<file path="config.mk">
export PLATFORM = sky130hd
export DESIGN_NAME = c3540_alu_core_flat
export DESIGN_NICKNAME = d
export VERILOG_FILES = /design/src/rtl/c3540_alu_core_if.sv /design/src/rtl/c3540_alu_core.sv /design/src/flat_wrapper.sv
export SDC_FILE = /design/constraint.sdc
export NUM_CORES = 1
export LEC_CHECK = 0
export ABC_CLOCK_PERIOD_IN_PS = 16600
export CAP_MARGIN = 20
export CORE_MARGIN = 1
export CORE_UTILIZATION = 45
export DETAILED_ROUTE_END_ITERATION = 8
export HOLD_SLACK_MARGIN = 0.03
export PLACE_DENSITY = 0.71
export SKIP_LAST_GASP = 1
export SLEW_MARGIN = 30
export SYNTH_ARGS = -nofsm -noshare
export SYNTH_HDL_FRONTEND = slang
export SYNTH_SLANG_ARGS = --single-unit
</file>
<file path="constraint.sdc">
create_clock -name clk -period 16.6 [get_ports clk]
set_input_delay 3.32 -clock clk [delete_from_list [all_inputs] [get_ports clk]]
set_output_delay 3.32 -clock clk [all_outputs]
set_load 0.02 [all_outputs]
</file>
<file path="src/rtl/c3540_alu_core_if.sv">
// c3540_alu_core bus: flat 50-bit operand/control vector in,
// 22-bit registered result/flag vector out.
interface c3540_alu_core_if;
  logic [49:0] in_vec;
  logic [21:0] out_vec;

  modport master (
    output in_vec,
    input  out_vec
  );

  modport slave (
    input  in_vec,
    output out_vec
  );
endinterface

</file>
<file path="src/rtl/c3540_alu_core.sv">
// c3540_alu_core: 8-bit binary/BCD ALU with equality datapath,
// combinational decode into a single 22-bit output register.
module c3540_alu_core (
  input  logic clk,
  input  logic rst,
  c3540_alu_core_if.slave bus
);

  typedef enum logic [3:0] {
    OP_ADD  = 4'd0,  OP_SUB  = 4'd1,
    OP_INC  = 4'd2,  OP_DEC  = 4'd3,
    OP_AND  = 4'd4,  OP_OR   = 4'd5,
    OP_XOR  = 4'd6,  OP_NOT  = 4'd7,
    OP_SHL  = 4'd8,  OP_SHR  = 4'd9,
    OP_ROL  = 4'd10, OP_ROR  = 4'd11,
    OP_PSA  = 4'd12, OP_PSB  = 4'd13,
    OP_MUX  = 4'd14, OP_CMP  = 4'd15
  } op_e;

  logic [7:0]  a, b, c;
  op_e         op;
  logic        cin, bcd, en;

  assign a   = bus.in_vec[7:0];
  assign b   = bus.in_vec[15:8];
  assign c   = bus.in_vec[23:16];
  assign op  = op_e'(bus.in_vec[27:24]);
  assign cin = bus.in_vec[28];
  assign bcd = bus.in_vec[29];
  assign en  = bus.in_vec[30];

  // Decimal digit add: returns {carry, digit}.
  function automatic logic [4:0] bcd_dig(
    input logic [3:0] x,
    input logic [3:0] y,
    input logic       ci
  );
    logic [5:0] s;
    s = {2'b00, x} + {2'b00, y} + {5'b0, ci};
    if (s > 6'd9) return {1'b1, s[3:0] + 4'd6};
    return {1'b0, s[3:0]};
  endfunction

  // Nine's complement of one digit; invalid digits map to 0.
  function automatic logic [3:0] nine(input logic [3:0] n);
    return (n > 4'd9) ? 4'd0 : 4'd9 - n;
  endfunction

  logic [7:0]  y;
  logic        ci;
  logic [8:0]  sum;
  logic        sovf;
  logic [7:0]  bb;
  logic [4:0]  dlo, dhi;
  logic [7:0]  res;
  logic        cy, ov, zr, sg;
  logic [21:0] out_d, out_q;

  // Shared binary adder: pick second addend and carry-in per op.
  always_comb begin
    y  = b;
    ci = cin;
    unique case (op)
      OP_SUB:  y  = ~b;
      OP_INC:  begin y = 8'h00; ci = 1'b1; end
      OP_DEC:  begin y = 8'hFF; ci = 1'b0; end
      OP_CMP:  begin y = ~b;    ci = 1'b1; end
      default: ;
    endcase
  end

  assign sum  = {1'b0, a} + {1'b0, y} + {8'b0, ci};
  assign sovf = (a[7] == y[7]) & (sum[7] != a[7]);

  assign bb  = (op == OP_SUB) ? {nine(b[7:4]), nine(b[3:0])} : b;
  assign dlo = bcd_dig(a[3:0], bb[3:0], cin);
  assign dhi = bcd_dig(a[7:4], bb[7:4], dlo[4]);

  // Result and flag selection for the output register.
  always_comb begin
    res = a;
    cy  = 1'b0;
    ov  = 1'b0;
    unique case (op)
      OP_ADD, OP_SUB: begin
        if (bcd) begin
          res = {dhi[3:0], dlo[3:0]};
          cy  = dhi[4];
        end else begin
          res = sum[7:0];
          cy  = sum[8];
          ov  = sovf;
        end
      end
      OP_INC, OP_DEC: begin
        res = sum[7:0];
        cy  = sum[8];
        ov  = sovf;
      end
      OP_AND: res = a & b;
      OP_OR:  res = a | b;
      OP_XOR: res = a ^ b;
      OP_NOT: res = ~a;
      OP_SHL: begin res = {a[6:0], cin};  cy = a[7]; end
      OP_SHR: begin res = {cin, a[7:1]};  cy = a[0]; end
      OP_ROL: begin res = {a[6:0], a[7]}; cy = a[7]; end
      OP_ROR: begin res = {a[0], a[7:1]}; cy = a[0]; end
      OP_PSA: res = a;
      OP_PSB: res = b;
      OP_MUX: res = (c & b) | (~c & a);
      OP_CMP: begin
        res = a;
        cy  = sum[8];
        ov  = sovf;
      end
      default: ;
    endcase
    zr = (op == OP_CMP) ? (a == b) : (res == 8'h00);
    sg = (op == OP_CMP) ? sum[7] : res[7];
    out_d = {(a == b), ^res, ov, sg, zr, cy, ~(a ^ b), res};
  end

  // Output register: reset wins, en=0 holds.
  always_ff @(posedge clk) begin
    if (rst)     out_q <= 22'h0;
    else if (en) out_q <= out_d;
  end

  assign bus.out_vec = out_q;

endmodule

</file>
<file path="src/flat_wrapper.sv">
// flat-port wrapper written by rule: the top's interface ports become plain ports
module c3540_alu_core_flat 
  (clk, rst, bus_in_vec, bus_out_vec);
  c3540_alu_core_if bus_i ();
  input  logic clk;
  input  logic rst;
  input wire logic [$bits(bus_i.in_vec)-1:0] bus_in_vec;
  output wire logic [$bits(bus_i.out_vec)-1:0] bus_out_vec;
  assign bus_i.in_vec = bus_in_vec;
  assign bus_out_vec = bus_i.out_vec;
  c3540_alu_core u_core (.clk(clk), .rst(rst), .bus(bus_i));
endmodule
</file>
Word level (Yosys, flattened, before mapping)
Index checks and enable logic that the tools add are counted.
W data, S select, Z words.
Word-level totals
  register bits: 22
  input port bits: 52
  logic and storage cells: 74
  output and inout port bits: 22
Cells by class
  magnitude comparators: 4
  reductions and logical operators: 11
  equality and inequality tests: 18
  bitwise operators: 11
  multiplexer cells: 19
  add/sub/neg operators: 10
Operators with widths (number)
  $pmux W8 S13: 1
  $eq A4 B4 Y1 const B: 8
  $not A8 Y8: 4
  $and A8 B8 Y8: 3
  $pmux W8 S3: 1
  $mux W5: 4
  $eq A4 B3 Y1 const B: 4
  $mux W8: 2
  $or A8 B8 Y8: 2
  $reduce_or A2 Y1: 7
  $add A6 B1 Y6: 2
  $gt A6 B4 Y1 const B: 2
  $add A4 B4 Y5: 2
  $add A8 B8 Y9: 1
  $add A9 B1 Y9: 1
  $add A4 B3 Y4 const B: 2
  $eq A4 B2 Y1 const B: 2
  $eq A8 B8 Y1: 1
  $gt A4 B4 Y1 const B: 2
  $logic_not A8 Y1: 1
  $mux W4: 2
  $reduce_xor A8 Y1: 1
  $sub A4 B4 Y4 const A: 2
  $xor A8 B8 Y8: 1
  9 further kinds: 15

Depth between registers and ports, before layout
  depth in word-level cells: 16
  depth in mapped cells: 30
  depth with buffers taken out: 25

Least setup slack after synthesis
No wires, ideal clock.
  path kind: input to register
  from: in bus_in_vec[26]
  to: reg u_core.out_q[20] (netlist: u_core.bus.out_vec[20])
  stages on the path: 29
  path buffers: 4
  setup time: 86 ps
  data arrival time: 8685 ps
  setup slack: 7830 ps
  cells stage by stage: clkbuf_1 > or2_2 > clkbuf_1 > nor3_1 > clkbuf_1 > nand3_1 > o21ai_0 > ha_1 > inv_1 > fa_1 > inv_1 > ha_1 > clkbuf_1 > nand2b_1 > nor2_1 > nand3_1 > nor2_1 > a2111oi_2 > ha_1 > nor2b_1 > nand2_1 > or4_4 > a21oi_2 > nor4_1 > nor4_2 > ha_1 > xnor2_1 > xnor2_1 > a211oi_1
On the way
  longest elaborated chain between the ends: 14
  elaborated cells between the ends (all ways): 43
RTL lines
  start, declared: line flat_wrapper.sv:7  | input wire logic [$bits(bus_i.in_vec)-1:0] bus_in_vec;
  $eq A4 B1 Y1: line c3540_alu_core.sv:63, c3540_alu_core.sv:75, c3540_alu_core.sv:84
  $mux W8: line c3540_alu_core.sv:75  | assign bb = (op == OP_SUB) ? {nine(b[7:4]), nine(b[3:0])} : b;
  $add A4 B4 Y5: line c3540_alu_core.sv:39  | s = {2'b00, x} + {2'b00, y} + {5'b0, ci};
  $add A6 B1 Y6: line c3540_alu_core.sv:39
  $gt A6 B4 Y1: line c3540_alu_core.sv:40  | if (s > 6'd9) return {1'b1, s[3:0] + 4'd6};
  $mux W1: line c3540_alu_core.sv:40
  $mux W5: line c3540_alu_core.sv:41  | return {1'b0, s[3:0]};
  $add A6 B1 Y6: line c3540_alu_core.sv:39
  $gt A6 B4 Y1 or $add A4 B3 Y4 (tied branches): line c3540_alu_core.sv:40
  $mux W1 or $mux W5 (tied branches): line c3540_alu_core.sv:40
  $mux W5: line c3540_alu_core.sv:41
  $mux W8: line c3540_alu_core.sv:86  | if (bcd) begin
  $pmux W8 S13 *: line c3540_alu_core.sv:84  | unique case (op)
  $reduce_xor A8 Y1 *: line c3540_alu_core.sv:120  | out_d = {(a == b), ^res, ov, sg, zr, cy, ~(a ^ b), res};
  end signal, assigned: line c3540_alu_core.sv:126  | else if (en) out_q <= out_d;
  end, declared: line c3540_alu_core.sv:57  | logic [21:0] out_d, out_q;
Every way passes the cells marked *; elsewhere a longest branch is shown, timed or not. The select of a mux whose other input is x is not followed.
A chain may end at the register's enable or synchronous reset.

Final worst setup path
  from: in bus_in_vec[27]
  to: reg u_core.out_q[20] (netlist: u_core.bus.out_vec[20])
Same word-level chain as after synthesis.

==> results_dict.tcl <==
set metrics [dict create \
    largest_reg_flops 22 \
    min_period_over_period_pct 59.4 \
    root_buffer "clkbuf_8" \
    postCtsHoldBufs 0 \
    synth-warning-count 0 \
    synth_top_area_cell "ha_1" \
    vias_per_cell 6.37 \
    syn_inst 516 \
    clock_skew_ps 0 \
    antenna_cells 0 \
    num_rows 32 \
    antenna_found_initial 0 \
    worst_ep_arrival_time_ps 10030 \
    initial_core_util_pct 47.2 \
    synth_most_common_cell "nor2_1" \
    max_slew_margin_pct 39.5 \
    cts_resized 0 \
    gp_congestion 0.924 \
    reg2reg_depth 3 \
    place_inst 644 \
    finalHoldViolCount 0 \
    die_area_um2 8550 \
    worst_path_most_repeated_cell "ha_1" \
    clkSlewWorstSetupHoldPaths_ps 70 \
    pre_cts_ws_ps 6570 \
    wirelength_um 11400 \
    cts_htree_levels 1 \
    irDropWorstVdd_mv 0.0306 \
    fmax_mhz 101 \
    dr.first_iter.drc_count 404 \
    maxCapViolCount 0 \
    place_area_um2 4260 \
    async_flop_share_pct 0 \
    vias 4126 \
    synth.area.top_cells "ha_1, dfxtp_1, mux2i_1, a21oi_1, nor2_1" \
    synth_nets 614 \
    multi_input_area_um2 2990 \
    pwr-share-seq_pct 22.5 \
    whs_path_depth 2 \
    rsz0062_at_grt "no" \
    max_stage_delay_ps 880 \
    drive_above_1_share_pct 3.66 \
    min_path_type "reg -> reg" \
    synth_top_flop_cell "dfxtp_1" \
    fill_cells 740 \
    leakagePower_nw 1.79 \
    startpoint "bus_in_vec[27]" \
    holdCritStartpoint "u_core.bus.out_vec[21]" \
    port-buffer-count 54 \
    tritoncts "done" \
    crit_fanout 25 \
    ant_nets 0 \
    final_cell_count_no_fill 648 \
    intPower_w 0.000150 \
    setup_ws_ps 6740 \
    fin_util_pct 55.2 \
    die_y_um 92.5 \
    grt_pass1_vias 3671 \
    ioPinCount 74 \
    fin_setup_tns_ps 0 \
    r2r-start "u_core.bus.out_vec[16]" \
    swShare_pct 43.9 \
    numCtsBuffers 3 \
    grt_max_degree 51 \
    slew_viol_final 0 \
    cp_slowest_cell "clkdlybuf4s50_1" \
    crit_path_end_kind "flop" \
    combPwrFrac_pct 63.6 \
    synth-edff-count 0 \
    die_w_um 92.5 \
    p_per_area_nw_per_um2 61.8 \
    wire_per_inst_um 17.6 \
    layout_min_cycle_time_ps 9860 \
    ys_seq_area_share_pct 12.0 \
    p_sw_w 0.000117 \
    synth.top_cell.area_share_pct 14.3 \
    core_area_um2 7810 \
    final_nets 645 \
    drt_pass1_iterations 5 \
    drcViolationCount 0 \
    ys_ff_latch 22 \
    cts_setup_buffers 0 \
    tightest_slew_ps 904 \
    clockBufferDepth 2 \
    power_frac_clock_pct 13.9 \
    avgSynthCellArea_um2 7.14 \
    final_area_um2 4310 \
    worstSetupPathType "in -> reg" \
    clkLatencyLatePin_ps 260 \
    cp-start-kind "primary input" \
    dp.final_hpwl_um 8770 \
    grt_pass1_wl_um 18200 \
    cts_sinks 22 \
    overflow 0 \
    syn_area_um2 3680 \
    ff_latch_area_um2 440 \
    synthTopCellsByCount "nor2_1, ha_1, a21oi_1" \
    worstPathRequired_ps 16770 \
    status "finished, final reports clean" \
    area_delta_synth_final_pct 17.0 \
    setup_viol 0 \
    grt_usage_pct 26.7 \
    synth.distinct_cells 63 \
]
final cells by class:
type	count	area share, %
repair buffers	58	13.2
well taps	102	2.96
clock buffers	4	1.28
inverters	35	3.05
multi-input cells	427	69.3
flip-flops and latches	22	10.2
through the flow:
step	power, W	hold slack, ps
6_report	0.000266	470
5_1_grt	0.000288	507
4_1_cts	0.000265	472
3_5_place_dp	0.000228	460
3_3_place_gp	0.000223	458
2_1_floorplan	0.000178	537
cell families (layout without fill, tap and decap cells):
kind of cell	after synthesis	count (layout)	synth area share, %
AO/OA/AOI/OAI	178	178	32.3
AND/OR/NAND/NOR	168	168	22.8
buffers and inverters	67	97	6.99
adder cells (fa/ha/maj)	46	46	16.4
flip-flops	22	22	12.0
multiplexers	21	21	5.70
XOR/XNOR	14	14	3.90
worst paths after layout:
check	to	slack, ps
worst max-delay path	u_core.bus.out_vec[20]	6740
worst min-delay path	u_core.bus.out_vec[21]	470
worst max register to register	u_core.bus.out_vec[16]	15680
worst min register to register	u_core.bus.out_vec[21]	470
metal layers:
metal / vias up / part of all wire, % / GRT usage [%]
met5: - / 0 / 0
met4: 0 / 2.2 / 8.07
met3: 29 / 5.4 / 1.48
met2: 187 / 47 / 44.6
met1: 1931 / 46 / 36.6
li1: 1979 / - / -
power by group through the flow:
stage	Clock, W	Combinational (W)	Sequential, W
after floorplan	0	0.000111	0.0000671
after global placement	0	0.000162	0.0000612
after detailed placement	0	0.000167	0.0000613
after CTS	0.0000378	0.000167	0.0000601
after global routing	0.0000405	0.000186	0.0000607
final	0.0000370	0.000169	0.0000600
cell usage in the layout, fill, tap and decap left out, drive strengths merged, types with 13 or more instances in the layout:
| cell type | netlist | layout |
|---|---|---|
| clkdlybuf4s50 | 0 | 54 |
| nor2 | 47 | 47 |
| a21oi | 44 | 44 |
| ha | 42 | 42 |
| inv | 35 | 35 |
| o21ai | 35 | 35 |
| nand2 | 34 | 34 |
| dfxtp | 22 | 22 |
| a211oi | 22 | 22 |
| mux2i | 21 | 21 |
| nand3 | 17 | 17 |
| a21o | 13 | 13 |
| nor2b | 13 | 13 |
critical path, delay by kind of cell:
| family | cells | cell delay [ps] |
|---|---|---|
| fa+ha+maj | 5 | 1700 |
| xor+xnor | 2 | 260 |
| compound gates | 4 | 1010 |
| simple gates | 12 | 2720 |
| buf+inv | 3 | 990 |
No activity file was read; power rests on OpenSTA's default activity.
